$ cat config.mk
export PLATFORM = sky130hd
export DESIGN_NAME = permute_slice_worker
export DESIGN_NICKNAME = d
export VERILOG_FILES = /design/src/rtl/permute_slice_worker.sv
export SDC_FILE = /design/constraint.sdc
export NUM_CORES = 1
export LEC_CHECK = 0
export ABC_AREA = 1
export BUFFER_PORTS_ARGS = -buffer_cell sky130_fd_sc_hd__buf_2
export CAP_MARGIN = 5
export CORE_AREA = 4 4 47 58
export DETAILED_ROUTE_END_ITERATION = 16
export DIE_AREA = 0 0 51 62
export HOLD_SLACK_MARGIN = 0.12
export PLACE_DENSITY = 0.89
export SYNTH_ARGS = -nofsm -noshare
export SYNTH_HDL_FRONTEND = slang
export SYNTH_SLANG_ARGS = --single-unit
$ cat constraint.sdc
create_clock -name clk -period 2.4 [get_ports clk]
set_clock_uncertainty 0.15 [all_clocks]
set_input_delay 0.36 -clock clk [delete_from_list [all_inputs] [get_ports clk]]
set_output_delay 0.36 -clock clk [all_outputs]
set_load 0.02 [all_outputs]
$ cat src/rtl/permute_slice_worker.sv
// permute_slice_worker: streams SLICES 25-bit slices through pi (inverse pi with PERMUTE_INVERSE_EN) and writes them back in place
module permute_slice_worker #(
  parameter int SLICES = 64,
  parameter int ADDR_W = 6
) (
  input  logic              clk,
  input  logic              rst,
  input  logic              start,
  output logic              mem_rd_en,
  output logic [ADDR_W-1:0] mem_rd_addr,
  input  logic [24:0]       mem_rd_data,
  output logic              mem_wr_en,
  output logic [ADDR_W-1:0] mem_wr_addr,
  output logic [24:0]       mem_wr_data,
  output logic              done
);
  typedef enum logic [1:0] {IDLE, RUN, LAST} state_t;
  localparam logic [ADDR_W-1:0] LAST_ADDR = ADDR_W'(SLICES - 1);
  state_t state_q, state_d;
  logic [ADDR_W-1:0] cnt_q, cnt_d, wr_addr_q;
  logic wr_en_q;
  logic [24:0] pi;
  for (genvar x = 0; x < 5; x++) begin : g_x
    for (genvar y = 0; y < 5; y++) begin : g_y
`ifdef PERMUTE_INVERSE_EN
      assign pi[x + 5*y] = mem_rd_data[y + 5*((2*x + 3*y) % 5)];
`else
      assign pi[x + 5*y] = mem_rd_data[(x + 3*y) % 5 + 5*x];
`endif
    end
  end
  // state, read counter and the one-stage write-address pipeline
  always_ff @(posedge clk) begin
    if (rst) begin
      state_q   <= IDLE;
      cnt_q     <= '0;
      wr_en_q   <= 1'b0;
      wr_addr_q <= '0;
    end else begin
      state_q   <= state_d;
      cnt_q     <= cnt_d;
      wr_en_q   <= state_q == RUN;
      wr_addr_q <= cnt_q;
    end
  end
  // next state: launch from IDLE only, count reads up to the last slice, then drain one write
  always_comb begin
    state_d = state_q;
    cnt_d   = cnt_q;
    case (state_q)
      IDLE: begin
        state_d = start ? RUN : IDLE;
        cnt_d   = start ? '0 : cnt_q;
      end
      RUN: begin
        state_d = cnt_q == LAST_ADDR ? LAST : RUN;
        cnt_d   = cnt_q == LAST_ADDR ? cnt_q : cnt_q + 1'b1;
      end
      LAST:    state_d = IDLE;
      default: state_d = IDLE;
    endcase
  end
  assign done        = state_q == IDLE;
  assign mem_rd_en   = state_q == RUN;
  assign mem_rd_addr = mem_rd_en ? cnt_q : '0;
  assign mem_wr_en   = wr_en_q;
  assign mem_wr_addr = wr_en_q ? wr_addr_q : '0;
  assign mem_wr_data = wr_en_q ? pi : '0;
endmodule

**Yosys cells after proc, flatten, opt, wreduce, memory -nomap -nowiden**

Index checks and enable logic that the tools add are counted.

- Flip-flop bits (word level): 15
- Input bits: 28
- Output and inout bits: 40
- Word-level logic and storage cells: 21

- $add $sub $neg: 1
- Eq/ne operators: 4
- Multiplexer cells: 9
- Reductions and logical operators: 3

Operators with widths:

| operator | count |
|---|---|
| 25-bit 2-to-1 mux | 1 |
| 6-bit 2-to-1 mux | 4 |
| 6-bit case mux with 2 select lines | 1 |
| 6-bit by 1-bit adder with 6-bit output, second input constant | 1 |
| 6-bit == test, second input constant | 1 |
| 2-bit inequality test, second input constant | 2 |
| 2-bit case mux with 2 select lines | 1 |
| 3-bit AND reduction | 1 |
| 2-bit by 1-bit == test with 1-bit output, second input constant | 1 |
| 2-bit zero test | 1 |
| 2-bit 2-to-1 mux | 1 |
| 2-bit nonzero test | 1 |
| 1-bit 2-to-1 mux | 1 |

**Longest topological paths before layout**

Gate-level depths: netlist of the first run.

- Word-level depth: 3
- Mapped depth: 8
- Gate-level depth less buffers: 8

**Least setup slack after synthesis of the first run**

No wires, ideal clock.

- Kind: register to output
- Start point: register wr_en_q, in the netlist mem_wr_en
- End point: output port mem_wr_addr[0]
- Arrival: 977 ps
- Required time: 1890 ps
- Path slack: 913 ps
- Stages on the path, launching flop included: 4
- Path buffers: 1
- Cell sequence: dfxtp_1 clkbuf_1 nand2_1 inv_1

- Cells in the longest elaborated chain, start to end: 1

RTL lines:

| element | RTL line | RTL |
|---|---|---|
| start: declaration | 21 | `logic wr_en_q;` |
| start signal: assignment | 37 | `wr_en_q <= 1'b0;` |
| start signal: assignment | 42 | `wr_en_q <= state_q == RUN;` |
| 6-bit 2-to-1 mux | 67 | `assign mem_wr_addr = wr_en_q ? wr_addr_q : '0;` |
| end: declaration | 13 | `output logic [ADDR_W-1:0] mem_wr_addr,` |

No other way between the ends.

**Worst setup path after layout of the first run**

- Start point: register wr_en_q, in the netlist mem_wr_en
- End point: output port mem_wr_data[1]

- Cells in the longest elaborated chain, start to end: 1

RTL lines:

| element | RTL line | RTL |
|---|---|---|
| 25-bit 2-to-1 mux | 68 | `assign mem_wr_data = wr_en_q ? pi : '0;` |
| end: declaration | 14 | `output logic [24:0] mem_wr_data,` |

No other way between the ends.

==> impl_results.md, run 1 <==
- Ant diodes: 0
- Die Width: 51 µm
- Number of DRC markers in iteration 0: 21
- Final Core Density: 57.0%
- Startpoint types: register
- Total Routing Usage GR: 14.3%
- Max-cap violations: 0
- FF-to-FF Start: cnt_q[1]
- Synth cell types: 18
- Worst Setup Slack, final: 0.724 ns
- Core area: 2210 µm²
- Status: complete, no violations
- IO Port Bufs: 67
- Die height: 62 µm
- Worst-case reg-to-reg path depth: 8
- Finished Cell Area: 1260 µm²
- Final ANT Viol Nets: 0
- Routed Wire Length: 2190 µm
- WP data arrival: 1.17 ns
- Pre-antenna DRT Iters: 4
- Clock sink count: 15
- Yosys warns: 0
- Yosys reg bits: 15
- Commonest cells after routing, fill and taps aside: buf_2 (67), nand2_1 (44), inv_1 (39)
- Maximum vdd ir drop: 0.213 mV
- Clk_lat worst skew: 0.28 ns
- Crit end category: output port
- Final setup TNS: 0 ns
- Sequential share of the synthesized area: 34.6%
- Nets: 241
- Hold Path End: cnt_q[3]
- Starting Density: 39.2%
- Tmin final: 1.68 ns
- Slew @ Worst Pin: 0.270 ns
- HP Start: start
- Most common cell after layout, fill and taps aside: buf_2
- Setup slack, reg-to-reg: 0.98 ns
- Crit path max fanout: 32
- HPWL after DPL: 1790 µm
- Inst Count DP: 238
- Worst Hold Depth: 4
- Layout cells sized above 1: 39.3%
- Synth Instances: 143
- Clock Tree Root: clkbuf_4
- Yosys top cell area share: 34.6%
- # hold bufs at CTS: 0
- RePlAce Congestion: 0.821
- Area delta synth->final: 45.5%
- CTS resizes: 0
- Layout Cells excl Fill: 242
- Critical R2R Capture: cnt_q[3]
- Global-route wire length before repair: 3390 µm
- Avg Cell Area, Syn: 6.06 µm²
- Power per standard cell area: 398 nW/µm²
- Final Cycle Share: 69.8%
- Initial antenna violation count: 0
- Top cells by area, synth: dfxtp_1 (35%), nand2_1 (19%), inv_1 (17%)
- Rows: 19
- Vias: 998
- Worst hold slack: 0.228 ns
- Post-Place Cell Area: 1230 µm²
- Largest net degree at the start of global routing: 33
- Final Hold Vio Count: 0
- Total I/O pin count: 68
- Pre-CTS setup slack: 0.999 ns
- Longest Clk Path Bufs: 2
- # DRC: 0
- Worst Hold Class: input pin to register
- Netlist Area Pre-Place: 867 µm²
- Fin. max-slew vios: 0
- CTS tree: built
- Via/cell ratio: 4.12
- GRT overflow: 0
- Syn nets: 172
- Fmax: 597 MHz
- Final setup fails: 0
- Cell taking the most area after synthesis: dfxtp_1
- Die area: 3160 µm²
- CP required: 1.89 ns
- Leakage power: 0.926 nW
- Vias in the first global route: 801
- Clock slew at reported path FFs: 0.08 ns
- CTS Buf Count: 3
- Per-cell routed wire length: 9.05 µm
- H-tree lvl count: 1
- Rel. slew slack: 82.0%
- Tot Pwr: 501 µW
- Setup Fix Bufs, Post-CTS: 0
- RSZ-0062 raised after global routing: no
- Critical path class: register to output port
## worst max-delay path: stages, from the launching register on
cell     delay [ns]
dfxtp_1        0.31
buf_4          0.27
nand2_1        0.08
inv_1          0.06
buf_2          0.15
## cell usage after synthesis (all sizes together)
cell / instances
clkbuf: 3
nand3: 6
ha: 1
buf: 1
a21oi: 3
or2: 1
a31oi: 1
nor2: 20
xor2: 2
nand2: 49
o21ai: 1
dfxtp: 15
inv: 40
## area by class of cell
type	instances	area [µm²]
fillers	215	950
clock inverters	1	5.00
repair buffers	68	343
flip-flops and latches	15	300
clock buffers	3	22.5
inverters	40	150
multi-input cells	84	402
well taps	31	38.8
## registers in the layout (all words and copies together) (netlist names)
register and flops:
cnt_q 6, mem_wr_en 1, state_q 2, wr_addr_q 6
## where the power goes
group,switching [mW],total (mW),internal [mW],leakage (nW)
Sequential,0.00339,0.257,0.254,0.122
Combinational,0.0658,0.106,0.0399,0.786
Clock,0.0768,0.139,0.0619,0.0177
Total,0.146,0.501,0.355,0.926
## worst max path at each step
stage | start | end | depth (start not counted)
2_1_floorplan | mem_wr_en | mem_wr_addr[0] | 3
3_3_place_gp | mem_wr_en | mem_wr_data[21] | 4
3_5_place_dp | cnt_q[1] | cnt_q[3] | 8
4_1_cts | mem_wr_en | mem_wr_data[1] | 4
5_1_grt | mem_wr_en | mem_wr_data[7] | 4
6_report | mem_wr_en | mem_wr_data[1] | 4
## cells by family (layout without fill, tap and decap cells)
| family | after synthesis | count (layout) | share of synthesized area (%) |
|---|---|---|---|
| AO/OA/AOI/OAI | 5 | 5 | 3.90 |
| XOR/XNOR | 2 | 2 | 2.02 |
| adder cells (fa/ha/maj) | 1 | 1 | 1.44 |
| buffers and inverters | 44 | 112 | 19.0 |
| flip-flops | 15 | 15 | 34.6 |
| AND/OR/NAND/NOR | 76 | 76 | 39.0 |
## per-layer routing
metal | part of all wire [%] | wire length [µm] | track usage (%) | vias up
met5 | 0 | 0 | 0 | -
met4 | 2.1 | 45 | 9.23 | 0
met3 | 13 | 277 | 5.73 | 4
met2 | 47 | 1040 | 24.3 | 44
met1 | 38 | 832 | 14.9 | 411
li1 | - | - | - | 539
Note: power is estimated with default switching activity, not from simulation.
==> run 2: changes to the inputs <==
CORE_AREA = 4 4 49 60   (was 4 4 47 58)
DIE_AREA = 0 0 53 64   (was 0 0 51 62)
PLACE_DENSITY = 0.84   (was 0.89)
clock period = 1.75 ns   (was 2.4 ns; I/O delays follow)
==> impl_results.md, run 2 (synthesized netlist as in run 1, its figures left out) <==
- Total I/O pin count: 68
- WL met3: 262 µm
- Post-Route M1 WL: 837 µm
- Rel. slew slack: 81.5%
- Maximum vdd ir drop: 0.307 mV
- RSZ-0062 raised after global routing: no
- Met2 routed WL: 1030 µm
- Fin. max-slew vios: 0
- Layout cells sized above 1: 38.9%
- Ant diodes: 0
- Max Used Layer: met4
- HPWL after DPL: 1750 µm
- Worst Hold Class: input pin to register
- Fmax: 624 MHz
- Longest Clk Path Bufs: 2
- Die height: 64 µm
- Setup Fix Bufs, Post-CTS: 0
- Layout Cells excl Fill: 244
- Post-Place Cell Area: 1240 µm²
- Via/cell ratio: 4.01
- Slew @ Worst Pin: 0.277 ns
- Core area: 2430 µm²
- WP data arrival: 1.19 ns
- Area delta synth->final: 45.6%
- Worst hold slack: 0.138 ns
- Leakage power: 0.923 nW
- Final setup fails: 0
- Max-cap violations: 0
- Pre-CTS setup slack: 0.368 ns
- Buffers and inverters on the worst path: 3
- Power per standard cell area: 546 nW/µm²
- Finished Cell Area: 1260 µm²
- Critical path class: register to output port
- Startpoint types: register
- Die area: 3390 µm²
- Clock sink count: 15
- Routed Wire Length: 2160 µm
- Worst-case reg-to-reg path depth: 8
- Initial antenna violation count: 0
- Final Core Density: 52.0%
- Setup slack, reg-to-reg: 0.34 ns
- CP Cell Sequence: buf_4 -> nand2_1 -> inv_1 -> buf_2
- Crit end category: output port
- Final Hold Vio Count: 0
- Clock slew at reported path FFs: 0.08 ns
- Tmin final: 1.60 ns
- Number of DRC markers in iteration 0: 15
- Clock Tree Root: clkbuf_4
- CP Launch Point: mem_wr_en
- Vias in the first global route: 821
- IO Port Bufs: 67
- Crit-path leading delay family: buffers and inverters
- Worst path depth: 4
- FF-to-FF Start: cnt_q[1]
- Vias: 979
- Most common cell after layout, fill and taps aside: buf_2
- Per-cell routed wire length: 8.87 µm
- Crit path to: mem_wr_data[21]
- Nets: 241
- CTS Buf Count: 3
- Tot Pwr: 689 µW
- Largest regs: cnt_q: 6 flops, wr_addr_q: 6 flops, state_q: 2 flops
- Crit-path slowest cell: dfxtp_1
- Final ANT Viol Nets: 0
- Status: complete, no violations
- Global-route wire length before repair: 3260 µm
- Die Width: 53 µm
- Max stage delay on crit path: 0.31 ns
- # hold bufs at CTS: 0
- Commonest cells after routing, fill and taps aside: buf_2 (67), nand2_1 (44), inv_1 (39)
- RePlAce Congestion: 0.909
- Critical R2R Capture: cnt_q[3]
- Clk_lat worst skew: 0.28 ns
- Largest net degree at the start of global routing: 33
- Rows: 20
- Worst Setup Slack, final: 0.148 ns
- Pre-antenna DRT Iters: 4
- Inst Count DP: 240
- CTS resizes: 0
- CTS tree: built
- Final setup TNS: 0 ns
- H-tree lvl count: 1
- Total Routing Usage GR: 12.3%
- # DRC: 0
- Crit path max fanout: 32
- CP required: 1.34 ns
- GRT overflow: 0
- Starting Density: 35.7%
- Final Cycle Share: 91.5%
run 2: cell types whose count changed in the layout (fill, tap and decap cells not counted), sizes merged:
cell,change
clkbuf,+1
clkinv,-1
run 2: layout make-up:
cell class	count	area, µm²
fill	252	1160
multi-input combinational	84	402
timing repair buffer	68	343
sequential	15	300
inverter	40	150
tap	33	41.3
clock buffer	4	26.3
run 2: routing by layer:
metal,up-vias,track usage [%]
li1,537,-
met1,396,12.5
met2,41,23.1
met3,5,2.80
met4,0,4.79
met5,-,0
run 2: worst reg2reg max path: stages (launching register included):
cell and delay (ns):
dfxtp_1 0.39, ha_1 0.23, nand2_2 0.09, nor2_4 0.15, nand2_4 0.08, nand3_1 0.09, nand2_1 0.05, nand2_1 0.05
nor2_1 0.03
run 2: how the worst min path moves through the flow:
stage | start | to | slack (ns) | cells past startpoint
6_report | start | cnt_q[3] | 0.14 | 4
5_1_grt | start | cnt_q[3] | 0.15 | 4
4_1_cts | start | cnt_q[3] | 0.13 | 4
3_5_place_dp | cnt_q[4] | cnt_q[4] | 0.33 | 2
3_3_place_gp | cnt_q[4] | cnt_q[4] | 0.32 | 2
2_1_floorplan | rst | wr_addr_q[0] | 0.20 | 1
run 2: power breakdown:
part,switching [mW],internal (mW),total [mW]
combinational,0.0898,0.0547,0.144
clock,0.104,0.0886,0.192
sequential,0.00456,0.348,0.352
total,0.198,0.491,0.689
